<file path="config.mk">
export PLATFORM = sky130hd
export DESIGN_NAME = connector_wr_merge
export DESIGN_NICKNAME = d
export VERILOG_FILES = /design/src/rtl/connector_pkg.sv /design/src/rtl/connector_wr_fifo.sv /design/src/rtl/connector_wr_merge.sv
export SDC_FILE = /design/constraint.sdc
export NUM_CORES = 1
export LEC_CHECK = 0
export CAP_MARGIN = 20
export CORE_UTILIZATION = 55
export DETAILED_ROUTE_END_ITERATION = 6
export GPL_ROUTABILITY_DRIVEN = 0
export PLACE_DENSITY = 0.76
export REMOVE_ABC_BUFFERS = 1
export SLEW_MARGIN = 0
export SYNTH_ARGS = -nofsm -noshare
export SYNTH_HDL_FRONTEND = slang
export SYNTH_HIERARCHICAL = 1
export SYNTH_SLANG_ARGS = --single-unit
</file>
<file path="constraint.sdc">
create_clock -name clk -period 4.4 [get_ports clk]
set_clock_uncertainty 0.05 [all_clocks]
set_input_delay 0.66 -clock clk [delete_from_list [all_inputs] [get_ports clk]]
set_output_delay 0.66 -clock clk [all_outputs]
set_load 0.02 [all_outputs]
</file>
<file path="src/rtl/connector_pkg.sv">
// Shared lane identifiers and round-robin helper for the connector write-merge slice.
package connector_pkg;

  localparam int NLANES = 3;
  localparam int LW     = $clog2(NLANES);

  typedef logic [LW-1:0] lane_id_t;

  function automatic lane_id_t rr_next(input lane_id_t l);
    return (l == lane_id_t'(NLANES - 1)) ? '0 : lane_id_t'(l + 1'b1);
  endfunction

endpackage

</file>
<file path="src/rtl/connector_wr_fifo.sv">
// Per-lane write FIFO: push is ignored when full, pop is ignored when empty.
module connector_wr_fifo #(
  parameter int DW    = 8,
  parameter int DEPTH = 4
) (
  input  logic                     clk,
  input  logic                     resetn,
  input  logic                     push,
  input  logic [DW-1:0]            push_data,
  input  logic                     pop,
  output logic [DW-1:0]            pop_data,
  output logic                     empty,
  output logic                     full,
  output logic [$clog2(DEPTH):0]   count
);

  localparam int AW = $clog2(DEPTH);
  localparam logic [AW:0] FULL_CNT = (AW + 1)'(DEPTH);

  logic [DW-1:0] mem [DEPTH];
  logic [AW-1:0] wr_ptr;
  logic [AW-1:0] rd_ptr;
  logic          do_push;
  logic          do_pop;

  // Fullness is judged on the pre-edge count, so a same-edge pop never rescues a push.
  assign empty    = (count == '0);
  assign full     = (count == FULL_CNT);
  assign do_push  = push && !full;
  assign do_pop   = pop && !empty;
  assign pop_data = mem[rd_ptr];

  always_ff @(posedge clk or negedge resetn) begin
    if (!resetn) begin
      wr_ptr <= '0;
      rd_ptr <= '0;
      count  <= '0;
    end else begin
      if (do_push) wr_ptr <= wr_ptr + 1'b1;
      if (do_pop)  rd_ptr <= rd_ptr + 1'b1;
      case ({do_push, do_pop})
        2'b10:   count <= count + 1'b1;
        2'b01:   count <= count - 1'b1;
        default: count <= count;
      endcase
    end
  end

  always_ff @(posedge clk) begin
    if (do_push) mem[wr_ptr] <= push_data;
  end

endmodule

</file>
<file path="src/rtl/connector_wr_merge.sv">
// Merges per-lane write streams into one valid/ready stream, round-robin across
// non-empty lane FIFOs, with lane tagging and sticky per-lane overflow flags.
module connector_wr_merge #(
  parameter int NLANES = 3,
  parameter int DW     = 8,
  parameter int DEPTH  = 4
) (
  input  logic                        clk,
  input  logic                        resetn,
  input  logic [NLANES-1:0]           wen,
  input  logic [NLANES*DW-1:0]        data,
  input  logic                        out_ready,
  output logic                        out_valid,
  output logic [DW-1:0]               out_data,
  output logic [$clog2(NLANES)-1:0]   out_lane,
  input  logic                        clear_ovf,
  output logic [NLANES-1:0]           overflow,
  output logic [NLANES-1:0]           fifo_empty
);

  import connector_pkg::*;

  localparam int CW = $clog2(DEPTH) + 1;

  logic [NLANES-1:0] empty;
  logic [NLANES-1:0] full;
  logic [NLANES-1:0] pop;
  logic [DW-1:0]     pop_data [NLANES];
  logic [CW-1:0]     count    [NLANES];
  logic [NLANES-1:0] ovf_next;
  lane_id_t          rr;
  lane_id_t          grant;
  lane_id_t          li;
  logic              found;
  logic [DW-1:0]     grant_data;
  logic              load_en;

  for (genvar i = 0; i < NLANES; i++) begin : g_lane
    connector_wr_fifo #(.DW(DW), .DEPTH(DEPTH)) u_fifo (
      .clk       (clk),
      .resetn    (resetn),
      .push      (wen[i]),
      .push_data (data[i*DW +: DW]),
      .pop       (pop[i]),
      .pop_data  (pop_data[i]),
      .empty     (empty[i]),
      .full      (full[i]),
      .count     (count[i])
    );
    assign fifo_empty[i] = (count[i] == '0);
  end

  assign load_en = !out_valid || out_ready;

  // Scan lanes starting at rr; the first non-empty one wins.
  always_comb begin
    found      = 1'b0;
    grant      = '0;
    grant_data = '0;
    li         = '0;
    for (int unsigned k = 0; k < NLANES; k++) begin
      li = lane_id_t'((32'(rr) + k) % NLANES);
      if (!found && !empty[li]) begin
        found      = 1'b1;
        grant      = li;
        grant_data = pop_data[li];
      end
    end
  end

  always_comb begin
    pop = '0;
    if (load_en && found) pop[grant] = 1'b1;
  end

  // A fresh overflow on the clearing cycle survives the clear.
  assign ovf_next = (clear_ovf ? '0 : overflow) | (wen & full);

  always_ff @(posedge clk or negedge resetn) begin
    if (!resetn) begin
      out_valid <= 1'b0;
      out_data  <= '0;
      out_lane  <= '0;
      rr        <= '0;
      overflow  <= '0;
    end else begin
      overflow <= ovf_next;
      if (load_en) begin
        if (found) begin
          out_valid <= 1'b1;
          out_data  <= grant_data;
          out_lane  <= grant;
          rr        <= rr_next(grant);
        end else begin
          out_valid <= 1'b0;
        end
      end
    end
  end

endmodule

</file>
Yosys cells after proc, flatten, opt, wreduce, memory -nomap -nowiden
Memories as Yosys holds them, arrays and structs flattened.
Index checks and enable logic that the tools add are counted.
- add/sub/neg operators: 15
- divide/modulo/power cells: 3
- $lt $le $gt $ge: 8
- equality and inequality tests: 10
- multiplexer cells: 39
- bitwise operators: 5
- reduce and logical (&&, ||, !) cells: 28
- operator list (cell ; number):
    8-bit two-way mux ; 9
    32-bit by 2-bit modulo with 32-bit output, second input constant ; 2
    8-bit binary-select mux with 2-bit select ; 3
    2-bit by 2-bit modulo with 32-bit output, second input constant ; 1
    3-bit case mux with 2 select lines ; 3
    2-bit by 1-bit adder with 2-bit output, second input constant ; 7
    1-bit two-way mux ; 14
    2-bit by 3-bit less-than comparator with 1-bit output, second input constant ; 4
    1-bit logical AND ; 10
    1-bit zero test ; 10
    3-bit by 1-bit adder with 3-bit output, second input constant ; 3
    3-bit equality test, second input constant ; 3
    3-bit >= comparator, second input constant ; 3
    3-bit zero test ; 3
    2-bit NOT with 3-bit output ; 3
    3-bit by 1-bit subtractor with 3-bit output, second input constant ; 3
    2-bit equality test, second input constant ; 4
    2-bit two-way mux ; 4
    1-bit binary-select mux with 2-bit select ; 3
    2-bit by 1-bit equality test with 1-bit output, second input constant ; 3
    3-bit two-way mux ; 2
    2-bit nonzero test ; 3
    2-bit by 1-bit adder with 3-bit output, second input constant ; 1
    2-bit by 2-bit adder with 3-bit output, second input constant ; 1
    other kinds (6) ; 6
- register bits: 37
- RAM bits: 96
- bits of input ports: 31
- output and inout port bits: 17
- logic and storage cells: 125
- memories: 3
- memories (name ; depth ; width ; rd ports ; clocked after Yosys merged registers in ; write ports ; RTL line ; text):
    g_lane[0].u_fifo.mem ; 4 ; 8 ; 1 ; 0 ; 1 ; connector_wr_fifo.sv:20 ; logic [DW-1:0] mem [DEPTH];
    g_lane[1].u_fifo.mem ; 4 ; 8 ; 1 ; 0 ; 1 ; connector_wr_fifo.sv:20 ;
    g_lane[2].u_fifo.mem ; 4 ; 8 ; 1 ; 0 ; 1 ; connector_wr_fifo.sv:20 ;

Depth between registers and ports, before layout
- depth after elaboration: 18
- gate-level depth with buffers: 16
- depth with buffers taken out: 14

Cells and area by module
The synthesis kept the hierarchy.
- by module, submodules not included (module ; instances ; cells an instance ; area each (µm²) ; seq. area each (µm²)):
    connector_wr_fifo (g_lane[0].u_fifo ...) ; 2 ; 79 ; 1592.8 ; 1136.1
    connector_wr_fifo (g_lane[1].u_fifo) ; 1 ; 80 ; 1584.0 ; 1136.1
    connector_wr_merge ; 1 ; 185 ; 1491.4 ; 400.4

Worst setup path after synthesis
OpenSTA, ideal clock, no wires.
- path type: reg-to-reg
- start: register rr[0]
- end: register g_lane[2].u_fifo.count[2]
- library setup time: 79 ps
- arrival: 3179 ps
- data required time: 4271 ps
- slack: 1092 ps
- stages on the path, launching flop included: 17
- buffers on the path: 2
- clock period less this slack: 3308 ps
- cells stage by stage: dfrtp_1 > inv_1 > ha_1 > and2b_1 > buf_4 > a2bb2oi_1 > buf_2 > or4_1 > and3_4 > nor3b_2 > o31a_2 > ha_1 > inv_1 > fa_1 > xor2_1 > nor2_1 > xor2_1
- word-level cells in the longest chain between the ends: 18
- elaborated cells on any way between the ends: 34
- classes of those cells: 2 x add/sub; 3 x div; 2 x order compare; 2 x eq/ne; 16 x mux; 9 x reduce/logical
- ends and longest elaborated chain (what ; RTL line ; text):
    from (decl) ; connector_wr_merge.sv:31 ; lane_id_t rr;
    from (signal assigned) ; connector_wr_merge.sv:93 ; rr <= rr_next(grant);
    2-bit by 1-bit adder with 3-bit output ; connector_wr_merge.sv:62 ; li = lane_id_t'((32'(rr) + k) % NLANES);
    32-bit by 2-bit modulo with 32-bit output ; connector_wr_merge.sv:62 ;
    1-bit binary-select mux with 2-bit select ; connector_wr_merge.sv:63 ; if (!found && !empty[li]) begin
    1-bit two-way mux (not written as such) ; connector_wr_merge.sv:63 ;
    1-bit zero test ; connector_wr_merge.sv:63 ;
    1-bit logical AND ; connector_wr_merge.sv:63 ;
    1-bit two-way mux ; connector_wr_merge.sv:63 ;
    1-bit zero test ; connector_wr_merge.sv:63 ;
    (+4 left out) ; - ;
    1-bit two-way mux (not written as such) ; connector_wr_merge.sv:73 ; if (load_en && found) pop[grant] = 1'b1;
    1-bit demux with 2-bit select ; connector_wr_merge.sv:73 ;
    3-bit two-way mux (*) ; connector_wr_merge.sv:73 ;
    net pop[2] ; connector_wr_merge.sv:27 ; logic [NLANES-1:0] pop;
    1-bit logical AND (*) ; connector_wr_fifo.sv:30 ; assign do_pop = pop && !empty;
    net g_lane[2].u_fifo.do_pop ; connector_wr_fifo.sv:24 ; logic do_pop;
    2-bit by 1-bit equality test with 1-bit output or 2-bit equality test (tied branches) ; connector_wr_fifo.sv:41 ; case ({do_push, do_pop})
    3-bit case mux with 2 select lines or 2-bit nonzero test (tied branches) ; - ;
    to (signal assigned) ; connector_wr_fifo.sv:42 ; 2'b10: count <= count + 1'b1;
    to (signal assigned) ; connector_wr_fifo.sv:43 ; 2'b01: count <= count - 1'b1;
    to (signal assigned) ; connector_wr_fifo.sv:44 ; default: count <= count;
    to (decl) ; connector_wr_fifo.sv:14 ; output logic [$clog2(DEPTH):0] count
Mark *: on every way through the listed nets, which the timed path passes. The rest lies on a longest branch. The select of a mux whose other input is x is not followed.
A chain may end at the register's enable or synchronous reset.

Worst setup path in the final report
- start: register g_lane[2].u_fifo.count[0]
- end: register g_lane[2].u_fifo.count[2]
- word-level cells in the longest chain between the ends: 17
- elaborated cells on any way between the ends: 36
- classes of those cells: 2 x add/sub; 2 x order compare; 3 x eq/ne; 16 x mux; 13 x reduce/logical
- ends and longest elaborated chain (what ; RTL line ; text):
    3-bit zero test (*) ; connector_wr_fifo.sv:27 ; assign empty = (count == '0);
    net empty[2] ; connector_wr_merge.sv:25 ; logic [NLANES-1:0] empty;
    1-bit binary-select mux with 2-bit select ; connector_wr_merge.sv:63 ;
    1-bit two-way mux (not written as such) ; connector_wr_merge.sv:63 ;
    1-bit zero test ; connector_wr_merge.sv:63 ;
    1-bit logical AND ; connector_wr_merge.sv:63 ;
    1-bit two-way mux ; connector_wr_merge.sv:63 ;
    1-bit zero test ; connector_wr_merge.sv:63 ;
    (+4 left out) ; - ;
    1-bit two-way mux (not written as such) ; connector_wr_merge.sv:73 ;
    1-bit demux with 2-bit select ; connector_wr_merge.sv:73 ;
    3-bit two-way mux (*) ; connector_wr_merge.sv:73 ;
    net pop[2] ; connector_wr_merge.sv:27 ;
    1-bit logical AND (*) ; connector_wr_fifo.sv:30 ;
    net g_lane[2].u_fifo.do_pop ; connector_wr_fifo.sv:24 ;
    2-bit by 1-bit equality test with 1-bit output or 2-bit equality test (tied branches) ; connector_wr_fifo.sv:41 ;
    3-bit case mux with 2 select lines or 2-bit nonzero test (tied branches) ; - ;
Marked as above.

==> PnR_summary.wiki <==
{| class="wikitable"
! Metric !! Value
|-
| Worst-Margin Slew || 0.880 ns
|-
| Clk sink count || 133
|-
| Power density over the cells || 754 mW/mm2
|-
| Placeable core area || 0.0110 mm2
|-
| Part of the Yosys area used for sequential elements || 60.8%
|-
| Initial drt markers || 212
|-
| Maximum fanout along the worst path || 12
|-
| Total of max-cap violations || 0
|-
| Final nets || about 530
|-
| Kind of end point of the critical path || register
|-
| Horizontal extent of the die || about 110 um
|-
| Number of buffers inserted by port buffering || 47
|-
| Total of hold buffers inserted after clock tree synthesis || 0
|-
| Max clock buf depth || 2
|-
| Number of buffers added by the clock tree synthesis step || 17
|-
| Leading cell types by total area after synthesis || edfxtp_1 46%, dfrtp_1 15%, mux4_2 8.6%
|-
| Most frequent cell after synthesis || edfxtp_1
|-
| Setup slack of the critical path after layout || ~0.55 ns
|-
| Antenna diode count || 0
|-
| Crit path launch type || register
|-
| Fraction of registers with async set or reset after synthesis || between 20% and 30%
|-
| Count of different cell masters after synthesis || 46
|-
| Starting utilization of the core area || 57.0%
|-
| Post-synthesis instance area || 0.00626 mm2
|-
| Reg-to-reg critical path startpoint || g_lane[2].u_fifo/count[0]
|-
| Number of synthesized register bits || 133
|-
| Clock latency at the later pin of the worst-skew pair || 0.41 ns
|-
| Static leakage || between 2 and 3 nW
|-
| Overflow left after global routing || 0
|-
| Setup Viol. Count Final || 0
|-
| Global-route wire length before repair || 19500 um
|-
| Ratio of routed vias to standard cells || 5.79
|-
| First drt pass iteration count || 4
|-
| Number of standard cells after synthesis || 423
|-
| CTS tree || built
|-
| Number of placement rows || 38
|-
| Max VDD drop || 0.429 mV
|-
| Capturing element of the worst setup path || g_lane[2].u_fifo/count[2]
|-
| Cell taking the most area after synthesis || edfxtp_1
|-
| Total via count after detailed routing || 3622
|-
| Worst setup path startpoint || g_lane[2].u_fifo/count[0]
|-
| Post-synthesis to final-layout area growth || 18.1%
|-
| Classification of the worst-slack hold path || in -> async
|-
| Worst slack at placement || approximately 0.63 ns
|-
| Reg2reg end || g_lane[2].u_fifo/count[2]
|-
| Post-route cell area || about 0.0074 mm2
|-
| Cell at the root of the clock tree || clkbuf_16
|-
| Average wire per cell in the routed design || 19.2 um
|-
| Vias in the first global route || 3770
|-
| HPWL after detailed placement || roughly 8300 um
|-
| Total cell area at the placement stage || 0.00685 mm2
|-
| Initial antenna violation count || 0
|-
| Total DRC errors in the routed layout || 0
|-
| Share of cells above drive strength 1 || 17.7%
|-
| Required time reported for the critical path endpoint || 4.69 ns
|-
| Area share of the largest cell type after synthesis || 46.0%
|-
| Die Height || 109 um
|-
| Number of cells upsized or downsized after cts || 0
|-
| Result of the run || completed
|-
| Worst-case reg-to-reg path depth || 13
|-
| Number of nets with antenna violations after routing || 0
|-
| Count of yosys warnings during synthesis || 6
|-
| Average footprint of a synthesized cell || 14.8 um2
|-
| IO Pins || 48
|-
| Pin count of the biggest net entering global routing || 38
|-
| Setup tns final || 0 ns
|-
| Primary FF master, synth || edfxtp_1
|-
| Relative slew slack || between 40% and 50%
|-
| Routed Wire Length || around 12000 um
|-
| Post-synth EDFFs || 96
|-
| Number of levels the H-tree was split into || 4
|-
| Share of the clock period used by the worst path || 87.4%
|-
| R2R setup slack || 0.55 ns
|-
| Final-report max-slew violation count || 0
|-
| Crit path kind || reg -> reg
|-
| Hold violation count in the final report || 0
|-
| Total Routing Usage GR || 23.3%
|-
| Upper clock frequency limit || 260 MHz
|-
| Unrepaired setup endpoints after global routing || no
|-
| Final min period || 3.85 ns
|-
| Total die area || 0.0118 mm2
|-
| Clock slew seen by the registers of the worst setup and hold paths || 0.06 ns
|-
| Arrival @ worst endpoint || 4.14 ns
|-
| Most numerous cell types in the synthesized netlist || 96 x edfxtp_1, 37 x dfrtp_1, 31 x mux2i_1, 31 x nand2_1, 25 x inv_1
|-
| Postcts setup bufs || 0
|}
-- metrics by stage --
stage | cells | power, mW | utilization [%] | hold slack, ns
after floorplan | 402 | 3.59 | - | 0.314
after detailed placement | 595 | 4.29 | 62.3 | 0.479
after global placement | 595 | 4.21 | 62.3 | 0.465
after global routing | 626 | 5.93 | 67.3 | 0.361
after CTS | 626 | 5.61 | 67.3 | 0.329
final | 626 | 5.58 | 67.3 | 0.313
-- final cells by class --
type	instances	area [um2]
clock buffers	19	433
clock inverters	12	114
fillers	739	3590
inverters	25	93.8
multi-input cells	244	2260
flip-flops and latches	133	3810
well taps	140	175
repair buffers	53	510
-- kinds of logic (layout without fill, tap and decap cells) --
| group | count (synthesis) | in the layout | share of synthesized area [%] |
|---|---|---|---|
| adder cells (fa/ha/maj) | 22 | 22 | 4.76 |
| buffers and inverters | 46 | 109 | 3.10 |
| flip-flops | 133 | 133 | 60.8 |
| AO/OA/AOI/OAI | 59 | 59 | 6.38 |
| AND/OR/NAND/NOR | 86 | 86 | 7.87 |
| XOR/XNOR | 18 | 18 | 2.52 |
| multiplexers | 59 | 59 | 14.5 |
-- where the power goes --
group	total (mW)	switching (mW)	internal, mW
clock	1.31	0.487	0.818
combinational	2.24	1.19	1.05
sequential	2.03	0.308	1.72
-- sequential cells by signal (all words and copies together), names as in the netlist --
signal,cells
out_data,8
g_lane.u_fifo/count,9
g_lane.u_fifo/rd_ptr,6
out_lane,2
out_valid,1
overflow,3
rr,2
g_lane.u_fifo/mem,96
g_lane.u_fifo/wr_ptr,6
-- routing by layer --
layer / share of wire [%] / up-vias / track usage, %
met4: 2.1 / 0 / 12.3
met2: 50 / 115 / 36.7
li1: - / 1681 / -
met1: 43 / 1806 / 29.6
met3: 5.4 / 20 / 6.52
met5: 0 / - / 0
-- cell usage in the layout, fill, tap and decap left out, types with 10 or more instances in the layout --
cell type | Yosys | layout
edfxtp_1 | 96 | 96
nand2_1 | 31 | 31
ha_1 | 19 | 19
nor2_1 | 14 | 14
a21oi_1 | 10 | 10
o21ai_1 | 10 | 10
mux2i_1 | 31 | 31
dfrtp_1 | 37 | 37
inv_1 | 25 | 25
mux4_2 | 24 | 24
clkbuf_16 | 0 | 17
clkdlybuf4s50_1 | 0 | 46
-- worst max-delay path, cell delays in order (launching register included) --
cell and delay [ns]:
dfrtp_1 0.46, nor3_1 0.53, nand3b_1 0.21, o21a_1 0.30
or4_1 0.59, and3_4 0.19, nor3b_2 0.19, o31a_2 0.22
ha_1 0.19, inv_1 0.06, fa_1 0.37, xor2_1 0.15
nor2_1 0.11, xor2_1 0.14
-- worst min path at each step --
stage                     slack, ns                 startpoint  depth (start not counted)                          to
after floorplan                0.31                     resetn                          0   g_lane[0].u_fifo/count[0]
after global placement         0.46  g_lane[1].u_fifo/count[2]                          1   g_lane[1].u_fifo/count[2]
after detailed placement       0.48  g_lane[1].u_fifo/count[2]                          1   g_lane[1].u_fifo/count[2]
after CTS                      0.33                     resetn                          1  g_lane[2].u_fifo/wr_ptr[0]
after global routing           0.36                     resetn                          1  g_lane[2].u_fifo/wr_ptr[0]
final                          0.31                     resetn                          1  g_lane[2].u_fifo/wr_ptr[0]
(Power assumes the default switching activity.)
